<file path="src/rtl/tdm_mux_tx_if.sv">
// Parallel-word handshake and serial slot outputs of the TDM transmitter.
interface tdm_mux_tx_if #(
    parameter int unsigned NUM_CH = 4,
    parameter int unsigned SEL_W  = 2
);
    logic [NUM_CH-1:0] in_data;
    logic              in_valid;
    logic              in_ready;
    logic              tdm_out;
    logic [SEL_W-1:0]  tdm_sel;
    logic              slot_valid;
    logic              frame_sync;
    logic              busy;

    // Upstream producer / downstream observer side
    modport master (
        output in_data,
        output in_valid,
        input  in_ready,
        input  tdm_out,
        input  tdm_sel,
        input  slot_valid,
        input  frame_sync,
        input  busy
    );

    // Transmitter side
    modport slave (
        input  in_data,
        input  in_valid,
        output in_ready,
        output tdm_out,
        output tdm_sel,
        output slot_valid,
        output frame_sync,
        output busy
    );
endinterface

</file>
<file path="src/rtl/tdm_mux_tx.sv">
// TDM transmitter: serialises one NUM_CH-bit word per frame, one channel bit
// per clock, with a one-deep holding buffer so frames run back-to-back.
module tdm_mux_tx #(
    parameter int unsigned NUM_CH = 4,
    parameter int unsigned SEL_W  = 2
) (
    input  logic        clk,
    input  logic        rst,
    tdm_mux_tx_if.slave bus
);
    localparam logic [SEL_W-1:0] LAST_SLOT = SEL_W'(NUM_CH - 1);

    // Reject parameter combinations the slot counter cannot represent
    if (NUM_CH < 2 || NUM_CH > 16 || SEL_W != $clog2(NUM_CH)) begin : g_param_check
        $error("tdm_mux_tx: illegal NUM_CH/SEL_W combination");
    end

    typedef enum logic {
        IDLE = 1'b0,
        SEND = 1'b1
    } state_t;

    state_t            state_q, state_d;
    logic [SEL_W-1:0]  slot_q, slot_d;
    logic [NUM_CH-1:0] active_q, active_d;
    logic [NUM_CH-1:0] hold_q, hold_d;
    logic              hold_full_q, hold_full_d;

    // Output registers; their next values are decoded from next-state so the
    // ports track the current slot with no combinational path from inputs.
    logic              tdm_out_q, tdm_out_d;
    logic [SEL_W-1:0]  tdm_sel_q, tdm_sel_d;
    logic              slot_valid_q, slot_valid_d;
    logic              frame_sync_q, frame_sync_d;
    logic              busy_q, busy_d;
    logic              in_ready_q, in_ready_d;

    logic              accept;
    logic              load_pt;
    logic              send_d;

    // FSM state register
    always_ff @(posedge clk or posedge rst) begin
        if (rst) begin
            state_q <= IDLE;
        end else begin
            state_q <= state_d;
        end
    end

    // Next-state, datapath and output decode
    always_comb begin
        state_d      = state_q;
        slot_d       = slot_q;
        active_d     = active_q;
        hold_d       = hold_q;
        hold_full_d  = hold_full_q;
        tdm_out_d    = 1'b0;
        tdm_sel_d    = '0;
        slot_valid_d = 1'b0;
        frame_sync_d = 1'b0;
        busy_d       = 1'b0;
        in_ready_d   = 1'b1;

        accept  = bus.in_valid & ~hold_full_q;
        load_pt = (state_q == IDLE) || ((state_q == SEND) && (slot_q == LAST_SLOT));

        if (load_pt) begin
            slot_d = '0;
            if (hold_full_q) begin
                // Held word takes over; in_ready is low so nothing new arrives
                active_d    = hold_q;
                hold_full_d = 1'b0;
                state_d     = SEND;
            end else if (accept) begin
                // Bypass straight into the active frame
                active_d = bus.in_data;
                state_d  = SEND;
            end else begin
                state_d = IDLE;
            end
        end else begin
            slot_d = slot_q + SEL_W'(1);
            if (accept) begin
                hold_d      = bus.in_data;
                hold_full_d = 1'b1;
            end
        end

        send_d       = (state_d == SEND);
        slot_valid_d = send_d;
        tdm_sel_d    = send_d ? slot_d : '0;
        tdm_out_d    = send_d & active_d[slot_d];
        frame_sync_d = send_d & (slot_d == '0);
        busy_d       = send_d | hold_full_d;
        in_ready_d   = ~hold_full_d;
    end

    // Datapath and output registers; reset discards any frame in progress
    always_ff @(posedge clk or posedge rst) begin
        if (rst) begin
            slot_q       <= '0;
            active_q     <= '0;
            hold_q       <= '0;
            hold_full_q  <= 1'b0;
            tdm_out_q    <= 1'b0;
            tdm_sel_q    <= '0;
            slot_valid_q <= 1'b0;
            frame_sync_q <= 1'b0;
            busy_q       <= 1'b0;
            in_ready_q   <= 1'b1;
        end else begin
            slot_q       <= slot_d;
            active_q     <= active_d;
            hold_q       <= hold_d;
            hold_full_q  <= hold_full_d;
            tdm_out_q    <= tdm_out_d;
            tdm_sel_q    <= tdm_sel_d;
            slot_valid_q <= slot_valid_d;
            frame_sync_q <= frame_sync_d;
            busy_q       <= busy_d;
            in_ready_q   <= in_ready_d;
        end
    end

    assign bus.tdm_out    = tdm_out_q;
    assign bus.tdm_sel    = tdm_sel_q;
    assign bus.slot_valid = slot_valid_q;
    assign bus.frame_sync = frame_sync_q;
    assign bus.busy       = busy_q;
    assign bus.in_ready   = in_ready_q;

endmodule

</file>
<file path="src/flat_wrapper.sv">
// flat-port wrapper written by rule: the top's interface ports become plain ports
module tdm_mux_tx_flat 
#(
    parameter int unsigned NUM_CH = 4,
    parameter int unsigned SEL_W  = 2
)
  (clk, rst, bus_in_data, bus_in_valid, bus_in_ready, bus_tdm_out, bus_tdm_sel, bus_slot_valid, bus_frame_sync, bus_busy);
  tdm_mux_tx_if #(.NUM_CH(NUM_CH), .SEL_W(SEL_W)) bus_i ();
  input  logic clk;
  input  logic rst;
  input wire logic [$bits(bus_i.in_data)-1:0] bus_in_data;
  input wire logic [$bits(bus_i.in_valid)-1:0] bus_in_valid;
  output wire logic [$bits(bus_i.in_ready)-1:0] bus_in_ready;
  output wire logic [$bits(bus_i.tdm_out)-1:0] bus_tdm_out;
  output wire logic [$bits(bus_i.tdm_sel)-1:0] bus_tdm_sel;
  output wire logic [$bits(bus_i.slot_valid)-1:0] bus_slot_valid;
  output wire logic [$bits(bus_i.frame_sync)-1:0] bus_frame_sync;
  output wire logic [$bits(bus_i.busy)-1:0] bus_busy;
  assign bus_i.in_data = bus_in_data;
  assign bus_i.in_valid = bus_in_valid;
  assign bus_in_ready = bus_i.in_ready;
  assign bus_tdm_out = bus_i.tdm_out;
  assign bus_tdm_sel = bus_i.tdm_sel;
  assign bus_slot_valid = bus_i.slot_valid;
  assign bus_frame_sync = bus_i.frame_sync;
  assign bus_busy = bus_i.busy;
  tdm_mux_tx #(.NUM_CH(NUM_CH), .SEL_W(SEL_W)) u_core (.clk(clk), .rst(rst), .bus(bus_i));
endmodule
</file>
<file path="config.mk">
export PLATFORM = sky130hd
export DESIGN_NAME = tdm_mux_tx_flat
export DESIGN_NICKNAME = d
export VERILOG_FILES = /design/src/rtl/tdm_mux_tx_if.sv /design/src/rtl/tdm_mux_tx.sv /design/src/flat_wrapper.sv
export SDC_FILE = /design/constraint.sdc
export NUM_CORES = 1
export LEC_CHECK = 0
export ABC_AREA = 1
export CAP_MARGIN = 15
export CORE_MARGIN = 1.5
export CORE_UTILIZATION = 52
export CTS_BUF_LIST = sky130_fd_sc_hd__clkbuf_4
export DETAILED_ROUTE_END_ITERATION = 8
export PLACE_DENSITY = 0.85
export SYNTH_ARGS = -nofsm -noshare
export SYNTH_HDL_FRONTEND = slang
export SYNTH_SLANG_ARGS = --single-unit
export TNS_END_PERCENT = 100
</file>
<file path="constraint.sdc">
create_clock -name clk -period 1.9 [get_ports clk]
set_clock_uncertainty 0.1 [all_clocks]
set_input_delay 0.285 -clock clk [delete_from_list [all_inputs] [get_ports clk]]
set_output_delay 0.285 -clock clk [all_outputs]
set_load 0.03 [all_outputs]
</file>
==> results.txt, run 1 <==
The flow ran to the end, and the final reports show no timing, DRC or antenna violations. The cell count of the worst reg-to-reg path is 6. Of the cells placed in the final design, the portion with a size suffix greater than 1 is 19.6%. Of all cell types, the one taking the most synthesized area is sky130_fd_sc_hd__dfrtp_1. In this run the mean area of a mapped cell was 9.90 um^2.

Entering global routing, the biggest net connects 19 pins. Among cell families on the critical path, the largest total delay comes from buffers and inverters. The initial utilization of the core area, before any placement, comes to 57.9%.

By count the netlist is led by sky130_fd_sc_hd__nand2_1 (19), sky130_fd_sc_hd__dfrtp_1 (17), sky130_fd_sc_hd__inv_1 (12), sky130_fd_sc_hd__o21ai_0 (6), sky130_fd_sc_hd__nand3_1 (4). The number of distinct library cells after synthesis is 18, and the level count of the clock H-tree is 1. The count of buffers inserted at the top-level ports came out at 13. The number of enable-type register cells in the synthesized netlist is 0, and the post-synthesis sequential area ratio is 57.8%. Setup violations remaining at the end of the flow were counted as 0.

In this run the tightest slew margin relative to its limit is 79.0%. By instance count, the leading cell after synthesis is sky130_fd_sc_hd__nand2_1. The logs give 0 for the final number of hold-violating endpoints and 1210 um for the final wirelength.

The mapped netlist covers 782 um^2. Most used flip-flop cell after synthesis: sky130_fd_sc_hd__dfrtp_1. Based on the critical path, the design can be clocked at up to 0.570 GHz. Final hold analysis gives a worst-case slack of 0.188 ns. The first TritonRoute pass finished after 4 iterations. The post-synthesis async set-or-reset flop share was 100%; the first-pass GRT wire length was 2240 um. The number of nets in the synthesized netlist is 87. For the clock latency of the later-clocked register in the worst-skew pair, the log shows 0.29 ns. The tool flagged a number of max-cap violations equal to 0. Clock tree synthesis selected as its root buffer the cell sky130_fd_sc_hd__clkbuf_4. After clock tree synthesis, the clock-pin slew on the worst setup and hold paths is 0.10 ns.

Endpoint of the worst register-to-register path: u_core.hold_q[2]$_DFFE_PP0P_. Along the worst path, the maximum fanout reaches 2. The run gives 0 as the remaining global-route overflow. 0 antenna diodes ended up in the layout. Summing over every cut layer, the via total after detailed routing is 555. After layout, the minimum clock period comes to 1.75 ns. After synthesis, the cell types taking the most area are sky130_fd_sc_hd__dfrtp_1 (54%), sky130_fd_sc_hd__nand2_1 (9.1%), sky130_fd_sc_hd__inv_1 (5.8%), sky130_fd_sc_hd__o21ai_0 (3.8%), sky130_fd_sc_hd__mux2_4 (3.8%). In the final timing run, aggregate negative setup slack is 0 ns. Walking the worst path, the cells encountered are clkdlybuf4s50_1.

The worst voltage drop across the vdd grid is 929 uV. On the worst path, the slowest cell contributes a delay of 0.68 ns. Dividing total power by cell area gives a power density of 1740 nW/um^2.

Counting the fill cells in the layout gives 107. In this run, synthesis produced a sequential element count of 18. For the number of global-route vias before repair, the log shows 554. The final cell utilization of the core is 71.6%, and the number of cell rows is 13. Leakage power total: 0.491 nW. Count of buffer and inverter cells on the critical path: 1. The final routed DRC violation total is 0. The die is 41.8 um wide. Per-cell via count in the routed design: 4.96. After synthesis, the largest area contributor takes up 54.4% of total cell area. Floorplan die height: 41.8 um.

Counting every instance in the synthesized netlist gives 79. Of the available clock period, the critical path in the final layout requires 92.3%. The tools report the count of boundary I/O pins as 14. The worst setup path is captured at an output pin. The startpoint of the worst-slack reg-to-reg timing path was u_core.slot_q[0]$_DFF_PP0_.

The final antenna-violating net count came out at 0. Summing internal, switching and leakage power gives 1.68 mW. For this block, the initial DRC count from the detailed router was 13. The kind of path behind the tightest hold check was input pin to async pin.

The type of the setup path with the least slack was flip-flop to output pin. The run gives 0 as the number of pins with negative max-slew slack in the final report. At the end of routability-driven placement, the weighted congestion stood at 0.859. The clock passes through at most 2 buffers. The final layout contains 106 nets.

For the number of antenna violations at the first check in global routing, the log shows 0. The post-CTS setup repair buffer count was 0; the slack of the worst reg-to-reg path was 0.36 ns. Setup repair after global routing left no endpoint under its margin.

The die outline area was 1750 um^2; the measured slew at the worst slew-check pin was 0.314 ns. TritonCTS built the clock tree. Buffers inserted during clock tree synthesis total 3.

For the worst setup path, the data arrival time is 1.37 ns. The half-perimeter wire length after placement is 915 um. Across every metal layer, demand over resource in global routing totals 17.4%. Data on the critical path is required at its endpoint by 1.51 ns.

The worst setup path is launched from a flip-flop. Among all stages on the critical path, the largest delay is contributed by sky130_fd_sc_hd__clkdlybuf4s50_1. From synthesis to final layout, the design area changed by 23.7%.

Dividing the detail-routed wire length by the instance count gives 10.8 um. In this run the standard cell core region covers 1350 um^2. For this run, the number of Yosys warnings is 0.

The CTS sink count came out at 18.
## per-stage QoR
step                      instance area [um^2]  instances  worst slack [ns]
after floorplan                            782         79             0.439
after global placement                     938        108             0.319
after detailed placement                   938        108             0.282
after CTS                                  965        112            0.0246
after global routing                       967        112            0.0931
final                                      967        112             0.145
## sequential cells by signal, indices dropped and copies added, names as in the netlist
register	count
u_core.active_q	4
u_core.hold_q	4
u_core.bus.tdm_sel	2
u_core.slot_q	2
u_core.bus.busy	1
u_core.bus.frame_sync	1
u_core.bus.in_ready	1
u_core.bus.tdm_out	1
u_core.hold_full_q	1
u_core.state_q	1
## worst max path at each step
stage / startpoint / to / slack (ns) / cells past startpoint
after global routing: u_core.state_q$_DFF_PP0_ / bus_slot_valid / 0.09 / 1
after global placement: bus_in_valid / u_core.bus.tdm_out$_DFF_PP0_ / 0.32 / 8
after CTS: u_core.bus.in_ready$_DFF_PP1_ / bus_in_ready / 0.02 / 1
after floorplan: u_core.slot_q[0]$_DFF_PP0_ / u_core.hold_q[0]$_DFFE_PP0P_ / 0.44 / 6
after detailed placement: bus_in_valid / u_core.bus.tdm_out$_DFF_PP0_ / 0.28 / 8
final: u_core.state_q$_DFF_PP0_ / bus_slot_valid / 0.15 / 1
## layout make-up
type                    count  area [um^2]  share of cell area [%]
flip-flops and latches     18          452                    46.7
multi-input cells          45          265                    27.4
repair buffers             14          140                    14.5
inverters                  16         65.1                    6.73
clock buffers               3         22.5                    2.33
well taps                  15         18.8                    1.94
clock inverters             1         3.75                   0.388
## kinds of logic (layout without fill, tap and decap cells)
kind of cell | count (synthesis) | after routing | synth area share [%]
buf+inv | 16 | 34 | 8.32
mux | 2 | 2 | 3.84
simple gates | 33 | 33 | 22.2
fa+ha+maj | 1 | 1 | 1.60
compound gates | 9 | 9 | 6.24
flops | 18 | 18 | 57.8
## report_power, final
| part | total (mW) | switching (mW) | leakage [nW] | internal, mW |
|---|---|---|---|---|
| Combinational | 0.856 | 0.511 | 0.267 | 0.345 |
| Clock | 0.190 | 0.113 | 0.0154 | 0.0766 |
| Sequential | 0.639 | 0.0774 | 0.209 | 0.561 |
## routing by layer
metal	GRT usage, %	vias up	share of wire, %
li1	-	279	-
met1	21.4	256	44
met2	25.9	18	48
met3	5.65	2	6.6
met4	11.6	0	1.6
met5	0	-	0
## layout by cell type, fill, tap and decap left out, drive strengths merged
master,instances
mux2,2
dfrtp,17
nor2,3
o21ai,6
nor3,1
dfstp,1
a21oi,3
clkbuf,3
nand3,5
clkdlybuf4s50,12
buf,1
nand2,24
dlymetal6s2s,1
clkinv,1
inv,16
ha,1
## what timing repair did
item / in CTS / in global routing
gates resized for setup: 0 / 1
hold buffers: 0 / 0
endpoints found under the setup margin: 0 / 1
Note: power is estimated with default switching activity, not from simulation.
==> inputs of run 2 (changes only) <==
- clock period: 1.9 -> 1.7 ns (I/O delays scaled with it)
==> run 2 against run 1 <==
Sequential power increased by 12%. Global-route usage fell by 0.19 points. Final cell count stayed put. Non-clock buffer count did not move. Critical path depth did not move. Via count decreased by 0.36%. Routed wire length rose by 0.33%. Setup slack got worse by 0.093 ns. Sequential share of layout area rose by 0.12 points. Final area down 0.26%. Power increased by 11%. Critical path type unchanged.
==> results.txt, run 2 (synthesis gave the netlist of run 1 again) <==
The number of pins with negative max-slew slack in the final report is 0. The kind of path behind the tightest hold check is input pin to async pin. The first-pass GRT wire length was 2210 um. In the routed design, unresolved DRC markers number 0. The worst setup path is captured at an output pin. For this run, the total global-route usage over all layers was measured as 17.2%.

For the pin with the worst max-slew slack, the measured transition is 0.318 ns. Cell internal power was estimated by the tool at 1.09 mW. The die is 41.8 um tall.

The final number of hold-violating endpoints is 0, and the delay of the slowest critical-path stage is 0.66 ns. Timing would allow up to 0.607 GHz. The worst voltage drop across the vdd grid is 1020 uV, and the clock latency of the later-clocked register in the worst-skew pair is 0.29 ns.

TritonCTS built the clock tree. The total of max-cap violations was 0; the count of buffer and inverter cells on the critical path was 1. The half-perimeter wire length after placement was 915 um; the mean routed wirelength per cell was 10.9 um. The logs give 1350 um^2 for the core footprint and 0.859 for the weighted congestion at the end of routability-driven global placement. In this run the power spent charging and discharging nets is 0.784 mW. Clock tree synthesis inserted a total of 3 buffers.

The proportion of power drawn by the clock network is 11.3%. The remaining global-route overflow was 0; the layout cell share with drive strength beyond 1 was 19.6%. The clock period minus worst slack came out at 1.65 ns. The detailed router's first-iteration violation count is 13. The largest registers in the layout are u_core.active_q (4), u_core.hold_q (4).

Leaving out fill and tap cells, the most frequent cell in the layout is sky130_fd_sc_hd__nand2_1. Clock transition at the registers of the reported paths: 0.10 ns. The floorplan step defined a die boundary enclosing 1750 um^2. In this run the deepest clock path goes through 2 buffers.

In the routed layout, each cell is associated on average with a via count of 4.94. The width of the chip works out to 41.8 um. For this design, the slowest cell found on the critical path is sky130_fd_sc_hd__clkdlybuf4s50_1.

The leakage power total is 0.491 nW. STA classifies the critical path startpoint as a flip-flop. For the level count of the clock H-tree, the log shows 1. At the end of the flow, the number of nets in the layout was 106. 0 antenna diodes ended up in the layout. The number of placed instances, taps included came out at 108.

Among cell families on the critical path, the largest total delay comes from buffers and inverters. The logs give 1.34 ns for the required arrival time at the worst endpoint and 547 for the number of global-route vias before repair. In this run switching power makes up 41.9% of total power. The run gives 1220 um as the final wirelength.

CTS sink count: 18. The critical path goes through clkdlybuf4s50_1. Once the floorplan was initialized, standard cells occupied 57.9% of the core. Once layout is complete, the utilization of the core stands at 71.5%.

The number of antenna violations at the first check in global routing is 0, and the arrival time at the worst endpoint is 1.29 ns. The total setup violations reported at the end of the flow was 0. Part of the total power dissipated in combinational logic: 50.6%. In this run the tightest slew margin relative to its limit is 78.7%. The routed layout has 553 vias.

The critical path in this run is classified as flip-flop to output pin. In this run the tool buffered the top-level ports with 13 buffer cells. The library cells used most frequently in the layout, excluding fill and tap cells, are sky130_fd_sc_hd__nand2_1 (19), sky130_fd_sc_hd__dfrtp_1 (17), sky130_fd_sc_hd__inv_1 (12), sky130_fd_sc_hd__clkdlybuf4s50_1 (10), sky130_fd_sc_hd__o21ai_0 (6).

The tree is rooted in a sky130_fd_sc_hd__clkbuf_4. The total power divided by cell area came out at 1940 nW/um^2. The area growth from synthesis to layout is 23.4%. For this run, the detailed router's first-pass iteration total came to 4. The maximum fanout count along the critical path was 1; the part of the power in registers was 38.1%. The number of cell rows is 13, and the largest net degree at the start of global routing is 19. The run finished with clean final reports. Summed over all failing endpoints, the final setup total negative slack is 0 ns. Counting the fill cells in the layout gives 111. Setup repair after global routing left no endpoint under its margin. The run gives 0 as the final antenna-violating net count.

During I/O placement, the number of pins put on the boundary was 14. Dividing the final minimum period by the clock period gives 96.9%. The final cell count without fillers is 112.
==> run 2: cell types whose count changed in the layout (fill, tap and decap cells not counted) <==
cell                              previous run  this run
sky130_fd_sc_hd__clkdlybuf4s50_1            12        10
sky130_fd_sc_hd__dlygate4sd2_1               0         2
==> run 2: per-stage QoR <==
stage	total power, mW	setup slack (ns)	hold WS (ns)	area [um^2]
after floorplan	1.43	0.239	0.0928	782
after global placement	1.65	0.149	0.374	938
after detailed placement	1.68	0.112	0.370	938
after CTS	1.89	0.0330	0.166	962
after global routing	2.02	0.0100	0.185	965
final	1.87	0.0529	0.159	965
==> run 2: layout make-up <==
| cell class | instances | area, um^2 | share of cell area, % |
|---|---|---|---|
| flip-flops and latches | 18 | 452 | 46.8 |
| multi-input cells | 45 | 265 | 27.5 |
| repair buffers | 14 | 138 | 14.3 |
| inverters | 16 | 65.1 | 6.74 |
| clock buffers | 3 | 22.5 | 2.33 |
| well taps | 15 | 18.8 | 1.95 |
| clock inverters | 1 | 3.75 | 0.389 |
==> run 2: worst min-delay path, cell delays in order <==
cell and delay (ns):
sky130_fd_sc_hd__clkdlybuf4s50_1 0.39, sky130_fd_sc_hd__inv_1 0.05, sky130_fd_sc_hd__buf_4 0.23
==> run 2: final timing paths <==
| check | from | end | slack, ns | cells past startpoint |
|---|---|---|---|---|
| setup / recovery | u_core.bus.tdm_sel[0]$_DFF_PP0_ | bus_tdm_sel[0] | 0.05 | 1 |
| setup reg to reg | u_core.slot_q[0]$_DFF_PP0_ | u_core.hold_q[2]$_DFFE_PP0P_ | 0.16 | 6 |
| min in group clk | u_core.active_q[2]$_DFF_PP0_ | u_core.active_q[2]$_DFF_PP0_ | 0.39 | 2 |
| hold reg to reg | u_core.active_q[2]$_DFF_PP0_ | u_core.active_q[2]$_DFF_PP0_ | 0.39 | 2 |
| hold / removal | rst | u_core.hold_q[0]$_DFFE_PP0P_ | 0.16 | 3 |
| max in group asynchronous | rst | u_core.bus.in_ready$_DFF_PP1_ | 1.09 | 3 |
==> run 2: what timing repair did <==
item | 4_1_cts | 5_1_grt
pin swaps | 0 | 0
setup buffers | 0 | 0
setup endpoints to repair | 2 | 1
gates resized for setup | 2 | 1
hold buffers | 0 | 0
hold endpoints to repair | 0 | 0
==> run 2: metal layers <==
metal	global-route usage, %	wire, um	up-vias
met2	25.6	583	18
met5	0	0	-
met1	21.1	530	254
met4	11.6	19	0
li1	-	-	279
met3	5.65	84	2
==> run 2: power groups by stage <==
| stage | clock network [mW] | logic, mW | registers, mW |
|---|---|---|---|
| 3_3_place_gp | 0 | 0.936 | 0.719 |
| 3_5_place_dp | 0 | 0.956 | 0.724 |
| 6_report | 0.212 | 0.948 | 0.713 |
| 5_1_grt | 0.235 | 1.05 | 0.737 |
| 2_1_floorplan | 0 | 0.600 | 0.833 |
| 4_1_cts | 0.218 | 0.959 | 0.715 |
